`src/rtl/ddp_pkg.sv`:
```
`default_nettype none
// ============================================================================
// Module   : ddp_pkg
// Brief    : Shared encodings and bar colour table for the display pipe.
// Revision : 1.0 - initial release
// ============================================================================
package ddp_pkg;

    typedef enum logic [1:0] {
        MODE_VRAM    = 2'd0,
        MODE_WHITE   = 2'd1,
        MODE_BARS    = 2'd2,
        MODE_CHECKER = 2'd3
    } mode_e;

    typedef enum logic [1:0] {
        SCALE_X1 = 2'd0,
        SCALE_X2 = 2'd1,
        SCALE_X4 = 2'd2,
        SCALE_X8 = 2'd3
    } scale_e;

    localparam logic [11:0] c_white = 12'hFFF;
    localparam logic [11:0] c_black = 12'h000;

    // Entry 0 is the leftmost bar.
    localparam logic [7:0][11:0] c_bar_colours = {
        12'h000, 12'h00F, 12'hF00, 12'hF0F,
        12'h0F0, 12'h0FF, 12'hFF0, 12'hFFF
    };

    // Last sub-pixel index (F-1) for a given upscale factor.
    function automatic logic [2:0] sub_max(input logic [1:0] s);
        logic [2:0] m;
        m = 3'd0;
        case (scale_e'(s))
            SCALE_X1: m = 3'd0;
            SCALE_X2: m = 3'd1;
            SCALE_X4: m = 3'd3;
            SCALE_X8: m = 3'd7;
        endcase
        return m;
    endfunction

endpackage
`default_nettype wire

```
`src/rtl/display_pipe_if.sv`:
```
`default_nettype none
// ============================================================================
// Module   : display_pipe_if
// Brief    : VRAM read port between the display pipe and the video memory.
// Revision : 1.0 - initial release
// ============================================================================
interface display_pipe_if #(
    parameter int DW = 15
);
    logic [DW-1:0] raddr;
    logic [11:0]   rdata;

    modport master (output raddr, input rdata);
    modport slave  (input raddr, output rdata);
endinterface
`default_nettype wire

```
`src/rtl/ddp_delay.sv`:
```
`default_nettype none
// ============================================================================
// Module   : ddp_delay
// Brief    : Parametrised shift-register delay line, asynchronous reset.
// Revision : 1.0 - initial release
// ============================================================================
module ddp_delay #(
    parameter int WIDTH = 1,
    parameter int DEPTH = 1
) (
    input  wire logic             pclk,
    input  wire logic             rstn,
    input  wire logic [WIDTH-1:0] din,
    output logic      [WIDTH-1:0] dout
);
    logic [WIDTH-1:0] r_pipe [DEPTH];

    always_ff @(posedge pclk or negedge rstn) begin
        if (!rstn) begin
            r_pipe <= '{default: '0};
        end else begin
            r_pipe[0] <= din;
            for (int i = 1; i < DEPTH; i++) begin
                r_pipe[i] <= r_pipe[i-1];
            end
        end
    end

    assign dout = r_pipe[DEPTH-1];
endmodule
`default_nettype wire

```
`src/rtl/display_pipe.sv`:
```
`default_nettype none
// ============================================================================
// Module   : display_pipe
// Brief    : Upscaling VRAM fetch and test-pattern generator with RGB444 out.
// Revision : 1.0 - initial release
// ============================================================================
module display_pipe
    import ddp_pkg::*;
#(
    parameter int DW     = 15,
    parameter int H_LEN  = 200,
    parameter int V_LEN  = 150,
    parameter int RD_LAT = 1
) (
    input  wire logic       pclk,
    input  wire logic       rstn,
    input  wire logic       hen,
    input  wire logic       ven,
    input  wire logic [1:0] scale,
    input  wire logic [1:0] mode,
    display_pipe_if.master  vram,
    output logic      [3:0] red,
    output logic      [3:0] green,
    output logic      [3:0] blue,
    output logic            de_out,
    output logic            frame_start
);
    localparam int c_xw = $clog2(H_LEN + 1);
    localparam int c_yw = $clog2(V_LEN + 1);
    localparam int c_pw = 1 + 2 + c_xw + 1;
    localparam int c_bar_thr [7] = '{H_LEN*1/8, H_LEN*2/8, H_LEN*3/8, H_LEN*4/8,
                                     H_LEN*5/8, H_LEN*6/8, H_LEN*7/8};

    logic [1:0]    r_scale;
    logic [2:0]    r_x_sub, r_y_sub;
    logic [c_xw-1:0] r_x_idx;
    logic [c_yw-1:0] r_y_idx;
    logic [DW-1:0] r_line_base;
    logic          r_hen_d, r_ven_d, r_frame_start;
    logic [11:0]   r_rgb;

    logic [2:0]    w_sub_max;
    logic          w_in_bounds, w_active;
    logic [c_pw-1:0] w_pipe_in, w_pipe_out;
    logic          w_d_active, w_d_y3;
    logic [1:0]    w_d_mode;
    logic [c_xw-1:0] w_d_x;
    logic [2:0]    w_bar_idx;
    logic [11:0]   w_colour;

    assign w_sub_max = sub_max(r_scale);

    always_ff @(posedge pclk or negedge rstn) begin
        if (!rstn) begin
            r_scale       <= '0;
            r_x_sub       <= '0;
            r_x_idx       <= '0;
            r_y_sub       <= '0;
            r_y_idx       <= '0;
            r_line_base   <= '0;
            r_hen_d       <= 1'b0;
            r_ven_d       <= 1'b0;
            r_frame_start <= 1'b0;
        end else begin
            r_scale       <= ven ? r_scale : scale;
            r_hen_d       <= hen;
            r_ven_d       <= ven;
            r_frame_start <= ven & ~r_ven_d;

            // >= rather than == keeps the counter sane if scale moved under it.
            if (!hen) begin
                r_x_sub <= '0;
                r_x_idx <= '0;
            end else if (r_x_sub >= w_sub_max) begin
                r_x_sub <= '0;
                if (r_x_idx < c_xw'(H_LEN)) r_x_idx <= r_x_idx + c_xw'(1);
            end else begin
                r_x_sub <= r_x_sub + 3'd1;
            end

            if (!ven) begin
                r_y_sub     <= '0;
                r_y_idx     <= '0;
                r_line_base <= '0;
            end else if (r_hen_d && !hen) begin
                if (r_y_sub >= w_sub_max) begin
                    r_y_sub     <= '0;
                    r_line_base <= r_line_base + DW'(H_LEN);
                    if (r_y_idx < c_yw'(V_LEN)) r_y_idx <= r_y_idx + c_yw'(1);
                end else begin
                    r_y_sub <= r_y_sub + 3'd1;
                end
            end
        end
    end

    assign w_in_bounds = (r_x_idx < c_xw'(H_LEN)) && (r_y_idx < c_yw'(V_LEN));
    assign vram.raddr  = w_in_bounds ? (r_line_base + DW'(r_x_idx)) : '0;
    assign w_active    = hen & ven & w_in_bounds;

    // Only row bit 3 is consumed downstream (checkerboard parity).
    assign w_pipe_in = {w_active, mode, r_x_idx, r_y_idx[3]};

    ddp_delay #(.WIDTH(c_pw), .DEPTH(RD_LAT)) u_pix_delay (
        .pclk (pclk),
        .rstn (rstn),
        .din  (w_pipe_in),
        .dout (w_pipe_out)
    );

    ddp_delay #(.WIDTH(1), .DEPTH(RD_LAT + 1)) u_de_delay (
        .pclk (pclk),
        .rstn (rstn),
        .din  (hen & ven),
        .dout (de_out)
    );

    assign {w_d_active, w_d_mode, w_d_x, w_d_y3} = w_pipe_out;

    always_comb begin
        w_bar_idx = 3'd0;
        for (int k = 0; k < 7; k++) begin
            if (int'(w_d_x) >= c_bar_thr[k]) w_bar_idx = 3'(k + 1);
        end

        w_colour = c_black;
        case (mode_e'(w_d_mode))
            MODE_VRAM:    w_colour = vram.rdata;
            MODE_WHITE:   w_colour = c_white;
            MODE_BARS:    w_colour = c_bar_colours[w_bar_idx];
            MODE_CHECKER: w_colour = (w_d_x[3] ^ w_d_y3) ? c_white : c_black;
        endcase
    end

    always_ff @(posedge pclk or negedge rstn) begin
        if (!rstn) r_rgb <= '0;
        else       r_rgb <= w_d_active ? w_colour : c_black;
    end

    assign {red, green, blue} = r_rgb;
    assign frame_start        = r_frame_start;
endmodule
`default_nettype wire

```
`src/flat_wrapper.sv`:
```
// flat-port wrapper written by rule: the top's interface ports become plain ports
module display_pipe_flat import ddp_pkg::*;
#(
    parameter int DW     = 15,
    parameter int H_LEN  = 200,
    parameter int V_LEN  = 150,
    parameter int RD_LAT = 1
)
  (pclk, rstn, hen, ven, scale, mode, red, green, blue, de_out, frame_start, vram_raddr, vram_rdata);
  display_pipe_if #(.DW(DW)) vram_i ();
  input  wire logic pclk;
  input  wire logic rstn;
  input  wire logic hen;
  input  wire logic ven;
  input  wire logic [1:0] scale;
  input  wire logic [1:0] mode;
  output logic      [3:0] red;
  output logic      [3:0] green;
  output logic      [3:0] blue;
  output logic de_out;
  output logic frame_start;
  output wire logic [$bits(vram_i.raddr)-1:0] vram_raddr;
  input wire logic [$bits(vram_i.rdata)-1:0] vram_rdata;
  assign vram_raddr = vram_i.raddr;
  assign vram_i.rdata = vram_rdata;
  display_pipe #(.DW(DW), .H_LEN(H_LEN), .V_LEN(V_LEN), .RD_LAT(RD_LAT)) u_core (.pclk(pclk), .rstn(rstn), .hen(hen), .ven(ven), .scale(scale), .mode(mode), .vram(vram_i), .red(red), .green(green), .blue(blue), .de_out(de_out), .frame_start(frame_start));
endmodule
```
`config.mk`:
```
export PLATFORM = sky130hd
export DESIGN_NAME = display_pipe_flat
export DESIGN_NICKNAME = d
export VERILOG_FILES = /design/src/rtl/ddp_pkg.sv /design/src/rtl/display_pipe_if.sv /design/src/rtl/ddp_delay.sv /design/src/rtl/display_pipe.sv /design/src/flat_wrapper.sv
export SDC_FILE = /design/constraint.sdc
export NUM_CORES = 1
export LEC_CHECK = 0
export ABC_CLOCK_PERIOD_IN_PS = 2100
export BUFFER_PORTS_ARGS = -buffer_cell sky130_fd_sc_hd__buf_2
export CAP_MARGIN = 20
export CELL_PAD_IN_SITES_DETAIL_PLACEMENT = 2
export CELL_PAD_IN_SITES_GLOBAL_PLACEMENT = 2
export CORE_ASPECT_RATIO = 1.5
export CORE_MARGIN = 2
export CORE_UTILIZATION = 34
export CTS_BUF_LIST = sky130_fd_sc_hd__clkbuf_8
export DETAILED_ROUTE_END_ITERATION = 6
export PLACE_DENSITY = 0.77
export SLEW_MARGIN = 40
export SYNTH_ARGS = -nofsm -noshare
export SYNTH_HDL_FRONTEND = slang
export SYNTH_SLANG_ARGS = --single-unit
```
`constraint.sdc`:
```
create_clock -name pclk -period 2.1 [get_ports pclk]
set_clock_uncertainty 0.2 [all_clocks]
set_input_delay 0.105 -clock pclk [delete_from_list [all_inputs] [get_ports pclk]]
set_output_delay 0.105 -clock pclk [all_outputs]
set_load 0.005 [all_outputs]
```
---- Yosys cells after proc, flatten, opt, wreduce, memory -nomap -nowiden ----
Memories as Yosys holds them, arrays and structs flattened.
Index checks and enable logic that the tools add are counted.
word-level totals
  bits of input ports ..................... 20
  word-level logic and storage cells ...... 84
  memories ................................ 1
  output and inout port bits .............. 29
  ROM bits ................................ 96
  register bits after elaboration ......... 68
cells by class
  add/subtract/negate cells ............... 6
  bitwise gates (word level) .............. 5
  equality and inequality tests ........... 11
  reductions and logical operators ........ 8
  muxes and demuxes ....................... 28
  magnitude comparators ................... 12
memory list
  name             words  width  rd ports  clocked after Yosys merged registers in  wr ports  RTL line             RTL
  (no name shown)  8      12     1         0                                        0         display_pipe.sv:130  MODE_BARS: w_colour = c_bar_colours[w_bar_idx];
operators by type and width
  cell                                                                     number
  15-bit two-way mux                                                       4
  8-bit two-way mux                                                        7
  12-bit one-hot mux with 4 select lines                                   1
  12-bit two-way mux                                                       3
  3-bit two-way mux                                                        9
  8-bit by 7-bit >= comparator with 1-bit output, second input constant    3
  8-bit by 1-bit adder with 8-bit output, second input constant            2
  8-bit >= comparator, second input constant                               2
  8-bit < comparator, second input constant                                2
  15-bit by 8-bit adder with 15-bit output                                 1
  15-bit by 8-bit adder with 15-bit output, second input constant          1
  3-bit one-hot mux with 4 select lines                                    1
  2-bit by 1-bit inequality test with 1-bit output, second input constant  5
  2-bit equality test, second input constant                               4
  8-bit by 5-bit >= comparator with 1-bit output, second input constant    1
  8-bit by 6-bit >= comparator with 1-bit output, second input constant    1
  3-bit by 1-bit adder with 3-bit output, second input constant            2
  3-bit >= comparator                                                      2
  2-bit by 1-bit equality test with 1-bit output, second input constant    2
  2-bit zero test                                                          2
  3-bit by 4-bit < comparator with 1-bit output, second input constant     1
  2-bit two-way mux                                                        2
  2-bit AND reduction                                                      2
  1-bit bitwise AND                                                        3
  6 further kinds                                                          7

---- Logic depth before layout (Yosys ltp) ----
  depth in word-level cells ............... 12
  gate-level depth with buffers ........... 8
  mapped depth without buffers ............ 6

---- By module ----
Synthesis repeated with hierarchy kept, for this count alone.
second synthesis, totals
  cells, all modules ...................... 349
  area, all modules ....................... 3389.5 µm²
modules (own cells, without submodules)
  module                          instances  cells an instance  area an instance (µm²)  sequential area each (µm²)
  display_pipe                    1          335                3039.2                  1276.2
  ddp_delay (u_core.u_pix_delay)  1          12                 300.3                   300.3
  ddp_delay (u_core.u_de_delay)   1          2                  50.0                    50.0

---- Least setup slack after synthesis ----
Ideal clock, no wire load.
  kind .................................... reg2reg
  start ................................... register u_core.r_scale[1]
  end ..................................... register u_core.r_line_base[11]
  arrival time ............................ 2.030 ns
  stages on the path, launching flop included .. 9
  required time ........................... 1.822 ns
  setup slack ............................. -0.208 ns
  setup time .............................. 0.078 ns
  period minus slack after synthesis ...... 2.308 ns
  buffers on the path ..................... 2
  path through ............................ dfrtp_1 -> or2_2 -> ha_1 -> nor2b_1 -> o2111a_1 -> clkbuf_1 -> clkbuf_1 -> o31ai_1 -> a21oi_1
between the ends
  longest elaborated chain between the ends .. 5
  elaborated cells between the ends (all ways) .. 8
  classes of those cells .................. order compare (1); eq/ne (4); mux (1); reduce/logical (2)
ends and longest elaborated chain
  element                                                       RTL line            RTL
  start, declared                                               display_pipe.sv:34  logic [1:0] r_scale;
  start signal, assigned                                        display_pipe.sv:65  r_scale <= ven ? r_scale : scale;
  2-bit equality test (tied with other cells)                   ddp_pkg.sv:36       case (scale_e'(s))
  3-bit one-hot mux with 4 select lines *                       ddp_pkg.sv:36
  3-bit >= comparator *                                         display_pipe.sv:86  if (r_y_sub >= w_sub_max) begin
  2-bit by 1-bit inequality test with 1-bit output (no line) *  --
  2-bit AND reduction (no line) *                               --
  end signal, assigned                                          display_pipe.sv:88  r_line_base <= r_line_base + DW'(H_LEN);
  end, declared                                                 display_pipe.sv:38  logic [DW-1:0] r_line_base;
Mark *: on every way between the ends. The rest lies on a longest branch, timed or not.
A chain may end at the register's enable or synchronous reset.

---- Final worst setup path ----
  start ................................... register u_core.r_x_idx[4]
  end ..................................... output vram_raddr[13]
between the ends
  longest elaborated chain between the ends .. 3
  elaborated cells between the ends (all ways) .. 4
  classes of those cells .................. add/sub (1); order compare (1); mux (1); reduce/logical (1)
ends and longest elaborated chain
  element                                                                                           RTL line            RTL
  start, declared                                                                                   display_pipe.sv:36  logic [c_xw-1:0] r_x_idx;
  start signal, assigned                                                                            display_pipe.sv:76  if (r_x_idx < c_xw'(H_LEN)) r_x_idx <= r_x_idx + c_xw'(1);
  parallel branches: the longest is 2 deep, another holds 15-bit by 8-bit adder with 15-bit output  --
  15-bit two-way mux *                                                                              display_pipe.sv:98  assign vram.raddr = w_in_bounds ? (r_line_base + DW'(r_x_idx)) : '0;
  end, declared                                                                                     flat_wrapper.sv:22  output wire logic [$bits(vram_i.raddr)-1:0] vram_raddr;
Mark *: on every way between the ends.

==> impl_metrics.env <==
export IMPL_status="finished, violations left"
export IMPL_violations="setup timing"
export IMPL_intPower_w=0.00301
export IMPL_synth_commonest_cells="dfrtp_1, nor2_1, a21oi_1"
export IMPL_endpoint_kind="primary output"
export IMPL_gr_usage_all_layers=0.330
export IMPL_combPwrFrac=0.433
export IMPL_fill_cells=961
export IMPL_p_total_w=0.00489
export IMPL_worstPathRequired_ns=1.79
export IMPL_switching_share=0.385
export IMPL_fin_crit_sh=1.23
export IMPL_crit_buf_inv=1
export IMPL_critPathMaxStageDelay_ns=0.45
export IMPL_seqPwrFrac=0.318
export IMPL_area_growth_pct=64.5
export IMPL_dieWidth_microns=87.9
export IMPL_hold_violations=0
export IMPL_synth_largest_area_cell="dfrtp_1"
export IMPL_dp_hpwl_microns=8410
export IMPL_clkTransAtPathRegs_ns=0.09
export IMPL_synth_top_cell_area_share=0.453
export IMPL_min_path_cells=4
export IMPL_synth_ff_type="dfrtp_1"
export IMPL_num_antenna_cells=0
export IMPL_grt_pass1_wl_microns=27400
export IMPL_p_per_area_mw_per_mm2=828
export IMPL_antenna_found_initial=0
export IMPL_die_area_sq_mm=0.0114
export IMPL_gp_congestion=0.834
export IMPL_ys_ff_latch=65
export IMPL_drive_gt1_frac=0.530
export IMPL_worstSetupPathType="reg -> out"
export IMPL_clk_path_buf_depth=2
export IMPL_drt_wl_total_microns=21800
export IMPL_synth_nets=413
export IMPL_final_cell_area_sq_mm=0.00590
export IMPL_setup_viol=54
export IMPL_grt_pass1_vias=4428
export IMPL_hold_ws_ns=0.0438
export IMPL_yosys_warnings=0
export IMPL_cts_tree="done"
export IMPL_pin_count=49
export IMPL_clk_insertion_delay_late_ns=0.39
export IMPL_drv_cap=0
export IMPL_cts_max_level=3
export IMPL_grt_max_degree=66
export IMPL_numPortBuffers=48
export IMPL_ys_top_cells_by_area="dfrtp_1, ha_1, o31ai_1"
export IMPL_core_area_sq_mm=0.0102
export IMPL_leakage_nw=2.52
export IMPL_pwr_share_clk=0.249
export IMPL_syn_area_sq_mm=0.00359
export IMPL_slew_limit_headroom=0.422
export IMPL_layout_nets=546
export IMPL_worstSetupStartpointType="flip-flop"
export IMPL_clock_sinks=65
export IMPL_pre_cts_slack_ns=-0.360
export IMPL_fin_setup_tns_ns=-16.51
export IMPL_worst_path_max_delay_cell="dfrtp_1"
export IMPL_crit_chain="ha_4 -> a211oi_4 -> o21a_4 -> or4_4 -> a21oi_2 -> buf_2"
export IMPL_synth_edf_count=0
export IMPL_crit_fanout=6
export IMPL_switchingPower_w=0.00188
export IMPL_reg2reg_depth=7
export IMPL_via_per_inst=6.41
export IMPL_max_freq_ghz=0.386
export IMPL_die_h_microns=130
export IMPL_syn_inst=377
export IMPL_period_minus_slack_ns=2.59
export IMPL_syn_area_per_cell_sq_um=9.52
export IMPL_tightest_slew_ns=0.858
export IMPL_drt_iter0_drc=293
export IMPL_vdd_drop_max_mv=0.648
export IMPL_ys_seq_area_frac=0.453
export IMPL_num_vias=4206
export IMPL_async_flop_share=1.00
export IMPL_ant_nets=0
export IMPL_rsz0062_at_grt="true"
export IMPL_cp_depth=6
export IMPL_start_util=0.352
export IMPL_route_detailed_drc=0
export IMPL_cts_root_buffer="clkbuf_8"
export IMPL_synth_cell_types=60
export IMPL_grt_overflow=0
export IMPL_hold_class="in -> reg"
export IMPL_cts_buffers=9
export IMPL_wl_per_cell_microns=33.2
export IMPL_cp_top_family="compound AO/OA/AOI/OAI gates"
export IMPL_yosysMostFrequentCell="dfrtp_1"
export IMPL_drtPass1Iterations=5
export IMPL_cp_arrival_ns=2.28
export IMPL_maxSlewViolCount=0
export IMPL_num_rows=45
export IMPL_placed_cell_area_sq_mm=0.00433
export IMPL_fin_ws_ns=-0.489
## tightest hold or removal path: stages
cell and delay (ns):
buf_2 0.10, nor2_1 0.08, o32ai_1 0.13, a2bb2oi_1 0.17
## timing repair
item / CTS / global route
hold endpoints to repair: 83 / 0
hold buffers: 15 / 0
buffers inserted: 19 / 17
setup endpoints to repair: 45 / 57
cloned: 5 / 0
pin swaps: 43 / 34
resized for setup: 96 / 94
## path summary, 6_finish.rpt
path                                                            start                              endpoint  slack, ns
worst max-delay path                    u_core.r_x_idx[4]$_DFFE_PN0P_                        vram_raddr[13]      -0.49
max in group asynchronous                                        rstn  u_core.u_pix_delay.dout[3]$_DFF_PN0_       1.26
min in group asynchronous                                        rstn            u_core.r_rgb[10]$_DFF_PN0_       0.10
worst min-delay path                                    vram_rdata[3]             u_core.r_rgb[3]$_DFF_PN0_       0.04
worst max register to register          u_core.r_scale[1]$_DFFE_PN0N_     u_core.r_line_base[8]$_DFFE_PN0P_      -0.45
worst min register to register  u_core.u_de_delay.r_pipe[1]$_DFF_PN0_      u_core.u_de_delay.dout$_DFF_PN0_       0.20
## final cells by class
class / count / area (sq um) / share of cell area
flip-flops and latches: 65 / 1630 / 0.276
clock inverters: 4 / 42.5 / 0.00721
repair buffers: 143 / 1180 / 0.200
well taps: 141 / 176 / 0.0299
clock buffers: 12 / 165 / 0.0280
multi-input cells: 277 / 2650 / 0.450
inverters: 14 / 52.6 / 0.00890
## kinds of logic (layout without fill, tap and decap cells)
kind of cell / after synthesis / in the layout / share of synthesized area
AND/OR/NAND/NOR: 142 / 142 / 0.215
AO/OA/AOI/OAI: 104 / 106 / 0.198
flip-flops: 65 / 65 / 0.453
buffers and inverters: 37 / 173 / 0.0415
adder cells (fa/ha/maj): 16 / 16 / 0.0558
multiplexers: 9 / 9 / 0.0262
XOR/XNOR: 4 / 4 / 0.00976
## through the flow
step | instances | util
floorplan | 377 | -
global placement | 588 | 0.425
detailed placement | 588 | 0.425
CTS | 642 | 0.530
global route | 656 | 0.579
finish | 656 | 0.579
## state kept, by name (all words and copies together) (netlist names)
signal,flops
u_core.u_pix_delay.dout,12
u_core.r_rgb,12
u_core.r_scale,2
u_core.u_de_delay.dout,1
u_core.r_x_sub,3
u_core.r_line_base,12
u_core.r_ven_d,1
u_core.frame_start,1
u_core.r_hen_d,1
u_core.r_x_idx,8
u_core.r_y_sub,3
u_core.u_de_delay.r_pipe,1
u_core.r_y_idx,8
## per-layer routing
layer | global-route usage | vias to the layer above | wire length [microns]
met2 | 0.594 | 238 | 11100
met1 | 0.362 | 2176 | 7820
li1 | - | 1692 | -
met5 | 0 | - | 0
met3 | 0.0569 | 100 | 1330
met4 | 0.173 | 0 | 1530
## placed cells by master, fill, tap and decap left out, types with 5 or more instances in the layout
cell type and count:
nand2_1 21, buf_6 22, ha_1 8, nand2b_1 7, inv_1 14, o31ai_1 6
buf_2 48, buf_4 50, mux2i_1 6, ha_4 7, o31ai_4 5, or4_4 13
nor3_1 6, nor2_1 21, buf_12 5, clkbuf_8 12, nor4_4 6, o31ai_2 9
nor2_4 5, o21ai_0 8, a21oi_2 19, nand3_1 12, dlygate4sd3_1 15, dfrtp_1 61
and3_1 7
## power by group through the flow
stage	Sequential (W)	Combinational, W	Clock, W
after global routing	0.00156	0.00221	0.00127
after floorplan	0.00150	0.000535	0
after CTS	0.00150	0.00154	0.00116
after global placement	0.00151	0.000908	0
after detailed placement	0.00152	0.000986	0
final	0.00156	0.00212	0.00122
(Power assumes the default switching activity.)
